[src/rtl/adc_capture_bram_if.sv]
// -----------------------------------------------------------------------------
// adc_capture_bram_if
//   Bundles the ADC AXI4-Stream input and the native BRAM write port of the
//   capture engine.
//
//   Signals:
//     s_axis_tdata   ADC sample word (DATA_WIDTH)
//     s_axis_tvalid  sample valid
//     s_axis_tready  sample accept
//     bram_en        BRAM port enable
//     bram_we        byte write enables (DATA_WIDTH/8)
//     bram_addr      BRAM word address (ADDR_WIDTH)
//     bram_din       BRAM write data (DATA_WIDTH)
//
//   Modports:
//     slave   capture engine side (consumes the stream, drives the BRAM port)
//     master  environment side (produces the stream, observes the BRAM port)
// -----------------------------------------------------------------------------
interface adc_capture_bram_if #(
   parameter int DATA_WIDTH = 64,
   parameter int ADDR_WIDTH = 13
);
   logic [DATA_WIDTH-1:0]   s_axis_tdata;
   logic                    s_axis_tvalid;
   logic                    s_axis_tready;
   logic                    bram_en;
   logic [DATA_WIDTH/8-1:0] bram_we;
   logic [ADDR_WIDTH-1:0]   bram_addr;
   logic [DATA_WIDTH-1:0]   bram_din;

   modport slave (
      input  s_axis_tdata,
      input  s_axis_tvalid,
      output s_axis_tready,
      output bram_en,
      output bram_we,
      output bram_addr,
      output bram_din
   );

   modport master (
      output s_axis_tdata,
      output s_axis_tvalid,
      input  s_axis_tready,
      input  bram_en,
      input  bram_we,
      input  bram_addr,
      input  bram_din
   );
endinterface

[src/rtl/adc_capture_bram.sv]
// -----------------------------------------------------------------------------
// adc_capture_bram
//   Capture engine: accepts the ADC AXI4-Stream and writes a programmed number
//   of words into the PS-readable BRAM through its native write port.
//
//   Ports:
//     clk      capture clock (stream, BRAM port and control share it)
//     aresetn  asynchronous active-low reset
//     bus      adc_capture_bram_if.slave: ADC stream in, BRAM write port out
//     start    pulse: arm a capture (ignored while busy)
//     abort    pulse: cancel capture, wins over start
//     trig_en  1 = wait for trig after start, 0 = capture immediately
//     trig     external trigger pulse
//     length   words to capture, 0 = full depth (2**ADDR_WIDTH)
//     decim    (only with ADC_CAPTURE_DECIM_EN) write every (decim+1)-th beat
//     busy     high while ARMED or CAPTURING
//     done     sticky completion flag, cleared by the next start
//     wcnt     words written in the current/last capture
//
//   Optional feature macro: ADC_CAPTURE_DECIM_EN adds the decim port and beat
//   decimation. Without it every accepted beat in CAPTURE is written.
// -----------------------------------------------------------------------------
module adc_capture_bram #(
   parameter int DATA_WIDTH  = 64,
   parameter int ADDR_WIDTH  = 13,
   parameter int ADDR_OFFSET = 0
) (
   input  logic                  clk,
   input  logic                  aresetn,
   adc_capture_bram_if.slave     bus,
   input  logic                  start,
   input  logic                  abort,
   input  logic                  trig_en,
   input  logic                  trig,
   input  logic [ADDR_WIDTH-1:0] length,
`ifdef ADC_CAPTURE_DECIM_EN
   input  logic [7:0]            decim,
`endif
   output logic                  busy,
   output logic                  done,
   output logic [ADDR_WIDTH:0]   wcnt
);

   localparam int BE_W = DATA_WIDTH / 8;
   localparam logic [ADDR_WIDTH-1:0] ADDR_BASE = ADDR_WIDTH'(ADDR_OFFSET);

   typedef enum logic [1:0] {
      IDLE    = 2'd0,
      ARMED   = 2'd1,
      CAPTURE = 2'd2,
      DONE    = 2'd3
   } state_t;

   state_t              state;
   // Capture length with the "0 = full depth" case already expanded, so the
   // terminal compare against wcnt is a plain equality.
   logic [ADDR_WIDTH:0] len_r;
   logic                beat;
   logic                word_sel;
   logic [ADDR_WIDTH:0] wcnt_nxt;

   assign beat     = bus.s_axis_tvalid & bus.s_axis_tready;
   assign wcnt_nxt = wcnt + (ADDR_WIDTH+1)'(1);

`ifdef ADC_CAPTURE_DECIM_EN
   logic [7:0] decim_r;
   // Counts accepted beats modulo (decim_r+1); zero marks the beat to keep,
   // so the first beat after entering CAPTURE is always written.
   logic [7:0] dcnt;
   assign word_sel = (dcnt == 8'd0);
`else
   assign word_sel = 1'b1;
`endif

   always_ff @(posedge clk or negedge aresetn) begin
      if (!aresetn) begin
         state             <= IDLE;
         len_r             <= '0;
         busy              <= 1'b0;
         done              <= 1'b0;
         wcnt              <= '0;
         bus.s_axis_tready <= 1'b0;
         bus.bram_en       <= 1'b0;
         bus.bram_we       <= '0;
         bus.bram_addr     <= '0;
         bus.bram_din      <= '0;
`ifdef ADC_CAPTURE_DECIM_EN
         decim_r           <= '0;
         dcnt              <= '0;
`endif
      end else begin
         // The ADC is never back-pressured; beats outside CAPTURE just fall away.
         bus.s_axis_tready <= 1'b1;
         // Write strobes are single-cycle; address/data hold their last value.
         bus.bram_en       <= 1'b0;
         bus.bram_we       <= '0;

         if (abort) begin
            // done stays as it is and wcnt is held; a write registered on the
            // previous edge is already on the port and completes untouched.
            state <= IDLE;
            busy  <= 1'b0;
         end else begin
            case (state)
               IDLE: begin
                  if (start) begin
                     len_r <= {(length == '0), length};
                     done  <= 1'b0;
                     wcnt  <= '0;
                     busy  <= 1'b1;
`ifdef ADC_CAPTURE_DECIM_EN
                     decim_r <= decim;
                     dcnt    <= '0;
`endif
                     state <= trig_en ? ARMED : CAPTURE;
                  end
               end

               ARMED: begin
                  // Only reachable one cycle after start, so a trig coincident
                  // with start is never seen here.
                  if (trig) begin
                     state <= CAPTURE;
`ifdef ADC_CAPTURE_DECIM_EN
                     dcnt  <= '0;
`endif
                  end
               end

               CAPTURE: begin
                  if (beat) begin
`ifdef ADC_CAPTURE_DECIM_EN
                     dcnt <= (dcnt == decim_r) ? 8'd0 : dcnt + 8'd1;
`endif
                     if (word_sel) begin
                        bus.bram_en   <= 1'b1;
                        bus.bram_we   <= {BE_W{1'b1}};
                        bus.bram_din  <= bus.s_axis_tdata;
                        // wcnt never exceeds depth-1 here, so the low bits
                        // cover the full 0..depth-1 range without wrapping.
                        bus.bram_addr <= ADDR_BASE + wcnt[ADDR_WIDTH-1:0];
                        wcnt          <= wcnt_nxt;
                        if (wcnt_nxt == len_r) begin
                           state <= DONE;
                           done  <= 1'b1;
                           busy  <= 1'b0;
                        end
                     end
                  end
               end

               DONE: begin
                  state <= IDLE;
               end

               default: begin
                  state <= IDLE;
                  busy  <= 1'b0;
               end
            endcase
         end
      end
   end

endmodule

[src/flat_wrapper.sv]
// flat-port wrapper written by rule: the top's interface ports become plain ports
module adc_capture_bram_flat 
#(
   parameter int DATA_WIDTH  = 64,
   parameter int ADDR_WIDTH  = 13,
   parameter int ADDR_OFFSET = 0
)
  (clk, aresetn, start, abort, trig_en, trig, length, busy, done, wcnt, bus_s_axis_tdata, bus_s_axis_tvalid, bus_s_axis_tready, bus_bram_en, bus_bram_we, bus_bram_addr, bus_bram_din);
  adc_capture_bram_if #(.DATA_WIDTH(DATA_WIDTH), .ADDR_WIDTH(ADDR_WIDTH)) bus_i ();
  input  logic clk;
  input  logic aresetn;
  input  logic start;
  input  logic abort;
  input  logic trig_en;
  input  logic trig;
  input  logic [ADDR_WIDTH-1:0] length;
  output logic busy;
  output logic done;
  output logic [ADDR_WIDTH:0] wcnt;
  input wire logic [$bits(bus_i.s_axis_tdata)-1:0] bus_s_axis_tdata;
  input wire logic [$bits(bus_i.s_axis_tvalid)-1:0] bus_s_axis_tvalid;
  output wire logic [$bits(bus_i.s_axis_tready)-1:0] bus_s_axis_tready;
  output wire logic [$bits(bus_i.bram_en)-1:0] bus_bram_en;
  output wire logic [$bits(bus_i.bram_we)-1:0] bus_bram_we;
  output wire logic [$bits(bus_i.bram_addr)-1:0] bus_bram_addr;
  output wire logic [$bits(bus_i.bram_din)-1:0] bus_bram_din;
  assign bus_i.s_axis_tdata = bus_s_axis_tdata;
  assign bus_i.s_axis_tvalid = bus_s_axis_tvalid;
  assign bus_s_axis_tready = bus_i.s_axis_tready;
  assign bus_bram_en = bus_i.bram_en;
  assign bus_bram_we = bus_i.bram_we;
  assign bus_bram_addr = bus_i.bram_addr;
  assign bus_bram_din = bus_i.bram_din;
  adc_capture_bram #(.DATA_WIDTH(DATA_WIDTH), .ADDR_WIDTH(ADDR_WIDTH), .ADDR_OFFSET(ADDR_OFFSET)) u_core (.clk(clk), .aresetn(aresetn), .bus(bus_i), .start(start), .abort(abort), .trig_en(trig_en), .trig(trig), .length(length), .busy(busy), .done(done), .wcnt(wcnt));
endmodule
[config.mk]
export PLATFORM = sky130hd
export DESIGN_NAME = adc_capture_bram_flat
export DESIGN_NICKNAME = d
export VERILOG_FILES = /design/src/rtl/adc_capture_bram_if.sv /design/src/rtl/adc_capture_bram.sv /design/src/flat_wrapper.sv
export SDC_FILE = /design/constraint.sdc
export NUM_CORES = 1
export LEC_CHECK = 0
export ABC_AREA = 1
export CAP_MARGIN = 20
export CORE_UTILIZATION = 45
export CTS_BUF_LIST = sky130_fd_sc_hd__clkbuf_4 sky130_fd_sc_hd__clkbuf_8 sky130_fd_sc_hd__clkbuf_16
export CTS_CLUSTER_DIAMETER = 60
export DETAILED_ROUTE_END_ITERATION = 7
export HOLD_SLACK_MARGIN = 0.03
export PLACE_DENSITY = 0.81
export SETUP_SLACK_MARGIN = 0.05
export SYNTH_ARGS = -nofsm -noshare
export SYNTH_HDL_FRONTEND = slang
export SYNTH_SLANG_ARGS = --single-unit
[constraint.sdc]
create_clock -name clk -period 1.9 [get_ports clk]
set_input_delay 0.285 -clock clk [delete_from_list [all_inputs] [get_ports clk]]
set_output_delay 0.285 -clock clk [all_outputs]
set_load 0.01 [all_outputs]
# Yosys cells after proc, flatten, opt, wreduce, memory -nomap -nowiden
# Index checks and enable logic that the tools add are counted.
# W data, S select, Z words.
# totals
ff_bits,119
out_inout_bits,103
# op_classes
addsub,1
n_eq_ne,11
mux,25
bitwise_logic,2
n_reduce_logical,10
# ops
operator,count
$mux W14,2
$pmux W14 S2,1
$mux W8,3
$add A14 B1 Y14 const B,1
$eq A14 B14 Y1,1
$logic_not A13 Y1,1
$mux W2,6
$reduce_and A4 Y1,3
$mux W1,10
$pmux W2 S4,1
$ne A3 B2 Y1 const B,2
$ne A3 B3 Y1 const B,2
$reduce_and A3 Y1,2
$reduce_and A5 Y1,1
$eq A2 B2 Y1 const B,2
$ne A2 B1 Y1 const B,2
$pmux W1 S2,2
$reduce_bool A3 Y1,1
$eq A2 B1 Y1 const B,1
$logic_not A2 Y1,1
$ne A2 B2 Y1 const B,1
$reduce_bool A2 Y1,1
$and A1 B1 Y1,1
$not A1 Y1,1

# Logic depth before layout (Yosys ltp)
# logic_depth
word_depth,6
ltp_mapped,16
ltp_nobuf,16

# Worst setup path after synthesis
# No wires, ideal clock.
# synth_timing
kind,reg-to-reg
start,register u_core.wcnt[0]
end,register u_core.state[0]
setup_ns,0.117
t_arrival_ns,1.696
slack_ns,0.087
path_stages_with_launch,17
path_buffers,0
synth_period_minus_slack_ns,1.813
cell_sequence,dfrtp_1 > ha_1 > nand2_2 > nor2_4 > nand2_2 > nand2_2 > nand2_2 > nand2_2 > nand2_1 > inv_2 > nand2_1 > nor2_2 > nand3_2 > nand2_2 > nand3_1 > nand2_1 > nand2_1
# synth_between
elab_chain_len,4
# synth_lines
element,line,rtl
"start, declared",adc_capture_bram.sv:41,output logic [ADDR_WIDTH:0] wcnt
"start signal, assigned",adc_capture_bram.sv:142,wcnt <= wcnt_nxt;
$add A14 B1 Y14,adc_capture_bram.sv:63,assign wcnt_nxt = wcnt + (ADDR_WIDTH+1)'(1);
$eq A14 B14 Y1,adc_capture_bram.sv:143,if (wcnt_nxt == len_r) begin
$ne A3 B2 Y1 (no line),n/a,
$reduce_and A4 Y1 (no line),n/a,
"end signal, assigned",adc_capture_bram.sv:115,state <= trig_en ? ARMED : CAPTURE;
"end, declared",adc_capture_bram.sv:54,state_t state;
# Every way passes these cells.
# A chain may end at the register's enable or synchronous reset.

# Worst setup path in the final report
# layout_timing
start,register u_core.wcnt[5]
end,register u_core.state[0]
# Same word-level chain as after synthesis.

==> impl_metrics.tcl <==
set metrics [dict create \
    portBuffers 186 \
    min_path_type "input pin to async pin" \
    ctsRootBufferMaster "clkbuf_8" \
    syn_inst 620 \
    setup_viol 0 \
    power_frac_clock 0.149 \
    die_w_um 108 \
    cp_slowest_stage_delay_ps 490 \
    reg2reg_to "u_core.state[0]" \
    yosysTopAreaCell "dfrtp_1" \
    route.vias.total 4855 \
    fin_crit_ps 1880 \
    clkLatencyLatePin_ps 380 \
    reg2reg_slack_ps 20 \
    r2r_cells 11 \
    ir_worst_vdd_v 0.000813 \
    finalMaxSlewViolations 0 \
    place.gp.congestion 0.909 \
    grt_pass1_vias 4943 \
    power.internal_w 0.00574 \
    final.period_utilization 0.992 \
    fillCellCount 852 \
    grt_max_degree 66 \
    pwr-share-seq 0.419 \
    first_pass_iters 5 \
    cts_tree "done" \
    drv_cap 0 \
    synthTopCellsByArea "dfrtp_1, nand2_1, inv_1" \
    nNetsFinal 899 \
    cp_max_fo 6 \
    arrival_ps 2150 \
    drtIter0Drc 288 \
    power_density_nw_per_um2 1190 \
    cpMostUsedCell "nand2_1" \
    status "finished, final reports clean" \
    cts_sinks 111 \
    syn_nets 708 \
    utilization 0.687 \
    drt-wirelength-per-cell_um 15.8 \
    grt_pass1_wl_um 23800 \
    synth.top_cell.area_share 0.551 \
    end_kind "register" \
    dpl.hpwl_um 11000 \
    skew_ps 10.4 \
    clockBufferDepth 2 \
    num_rows 38 \
    postSynthAreaPerCell_um2 8.12 \
    p_leak_nw 3.59 \
    dp_cells 932 \
    p_sw_w 0.00319 \
    fin_cells 955 \
    worstReg2RegStart "u_core.wcnt[5]" \
    antenna_left 0 \
    via_per_inst 5.08 \
    clk_pin_slew_worst_paths_ps 100 \
    worstPathRequired_ps 2170 \
    grt_usage 0.266 \
    antenna_cells 0 \
    initial_utilization 0.463 \
    final_cell_mix "nand2_1, clkdlybuf4s50_1, dfrtp_1" \
    swShare 0.357 \
    cpMaxStageDelayCell "dfrtp_2" \
    crit_type "register to register" \
    antenna_found_initial 0 \
    layout-drive-gt1-share 0.113 \
    ys_ff_latch 111 \
    fp.dieArea_um2 11600 \
    die_y_um 108 \
    pwr-share-comb 0.432 \
    syn-cell-area_um2 5040 \
    drc 0 \
    syn2layout_area_growth_pct 48.5 \
    htreeDepth 3 \
    coreArea_um2 10900 \
    hold_viol 0 \
    yosysSeqAreaShare 0.551 \
    ios 187 \
    rsz0062_at_grt "true" \
    cp-start-kind "register" \
    power_w 0.00892 \
    fmax_ghz 0.531 \
    final_common_cell "nand2_1" \
    drt-total-wl_um 15100 \
    crit_chain "nand2_2, nor2_1, nand4_1, nand3_1, nand2_1, nor2_2, nand3_2, nand2_2, nand3_2, nand2_1, nand2_1" \
    yosys_warnings 0 \
    cts_buffers 9 \
    grt_overflow_total 0 \
    ys_types 30 \
]
==> sequential cells by signal (all words and copies together) (netlist names) <==
name	flops
u_core.bus.s_axis_tready	1
u_core.len_r	14
u_core.state	2
u_core.wcnt	14
u_core.bus.bram_we	1
u_core.bus.bram_din	64
u_core.busy	1
u_core.bus.bram_addr	13
u_core.done	1
==> worst max-delay path by stage <==
| stage | startpoint | end | slack, ps | cells past startpoint |
|---|---|---|---|---|
| 4_1_cts | u_core.wcnt[1] | u_core.state[0] | 50 | 16 |
| 3_3_place_gp | u_core.wcnt[4] | u_core.state[1] | 100 | 13 |
| 6_report | u_core.wcnt[5] | u_core.state[0] | 20 | 11 |
| 5_1_grt | u_core.wcnt[0] | u_core.state[1] | -110 | 14 |
| 2_1_floorplan | u_core.wcnt[0] | u_core.state[0] | 90 | 16 |
| 3_5_place_dp | u_core.state[0] | u_core.bus.bram_addr[9] | 30 | 10 |
==> cell usage after synthesis <==
cell type	instances
nand2_1	295
dfrtp_1	111
inv_1	41
o21ai_0	29
nor2_1	23
nand3_1	21
clkbuf_1	13
nand2_2	13
nand4_1	10
buf_4	9
o22ai_1	8
buf_2	6
a21oi_1	5
nor2_2	5
ha_1	4
nor4_1	4
o21ai_1	4
inv_2	3
nand3_2	2
nor2_4	2
nor2_8	2
nor3_1	2
conb_1	1
nand2_4	1
nand3b_1	1
nand4_2	1
o31ai_1	1
or2_1	1
xnor2_1	1
xor2_1	1
==> per-layer routing <==
layer | track usage | vias up | share of wire
met5 | 0 | - | 0
met1 | 0.306 | 2303 | 0.37
li1 | - | 2302 | -
met3 | 0.0920 | 39 | 0.094
met2 | 0.450 | 211 | 0.51
met4 | 0.110 | 0 | 0.026
==> power by group through the flow <==
stage	sequential, W	combinational, W	clock (W)
after CTS	0.00373	0.00381	0.00136
after global placement	0.00371	0.00367	0
after floorplan	0.00400	0.00130	0
after global routing	0.00383	0.00423	0.00144
after detailed placement	0.00374	0.00374	0
final	0.00374	0.00385	0.00133
==> stage by stage <==
stage | hold WS, ps | setup slack [ps] | setup TNS, ps | area (µm²)
2_1_floorplan | -10.6 | 87.4 | 0 | 5040
3_3_place_gp | 213 | 102 | 0 | 7090
3_5_place_dp | 217 | 30.4 | 0 | 7090
4_1_cts | 351 | 46.2 | 0 | 7370
5_1_grt | 376 | -105 | -302 | 7480
6_report | 353 | 15.3 | 0 | 7480
==> area by class of cell <==
type	instances	area [µm²]	share of cell area
clock inverter	3	18.8	0.00251
inverter	44	168	0.0224
timing repair buffer	208	2100	0.281
tap	140	175	0.0234
multi-input combinational	437	2080	0.277
clock buffer	12	159	0.0212
sequential	111	2780	0.372
==> critical path: cells and delay by family, from the launching register on <==
family	cells	cell delay [ps]
and+or+nand+nor	11	1300
DFF	1	490
==> timing repair <==
action                                 CTS  global route
hold buffers                             1             0
setup endpoints to repair               28            32
endpoints found under the hold margin   21             0
gates cloned                             0             1
setup buffers                            2             4
resized for setup                       18            18
pin swaps                                9            16
==> logic make-up after synthesis <==
kind of cell,synth area share
AND/OR/NAND/NOR,0.323
flip-flops,0.551
buffers and inverters,0.0618
AO/OA/AOI/OAI,0.0492
adder cells (fa/ha/maj),0.00994
XOR/XNOR,0.00348
other,0.000744
Power figures use the tool's default switching activity.
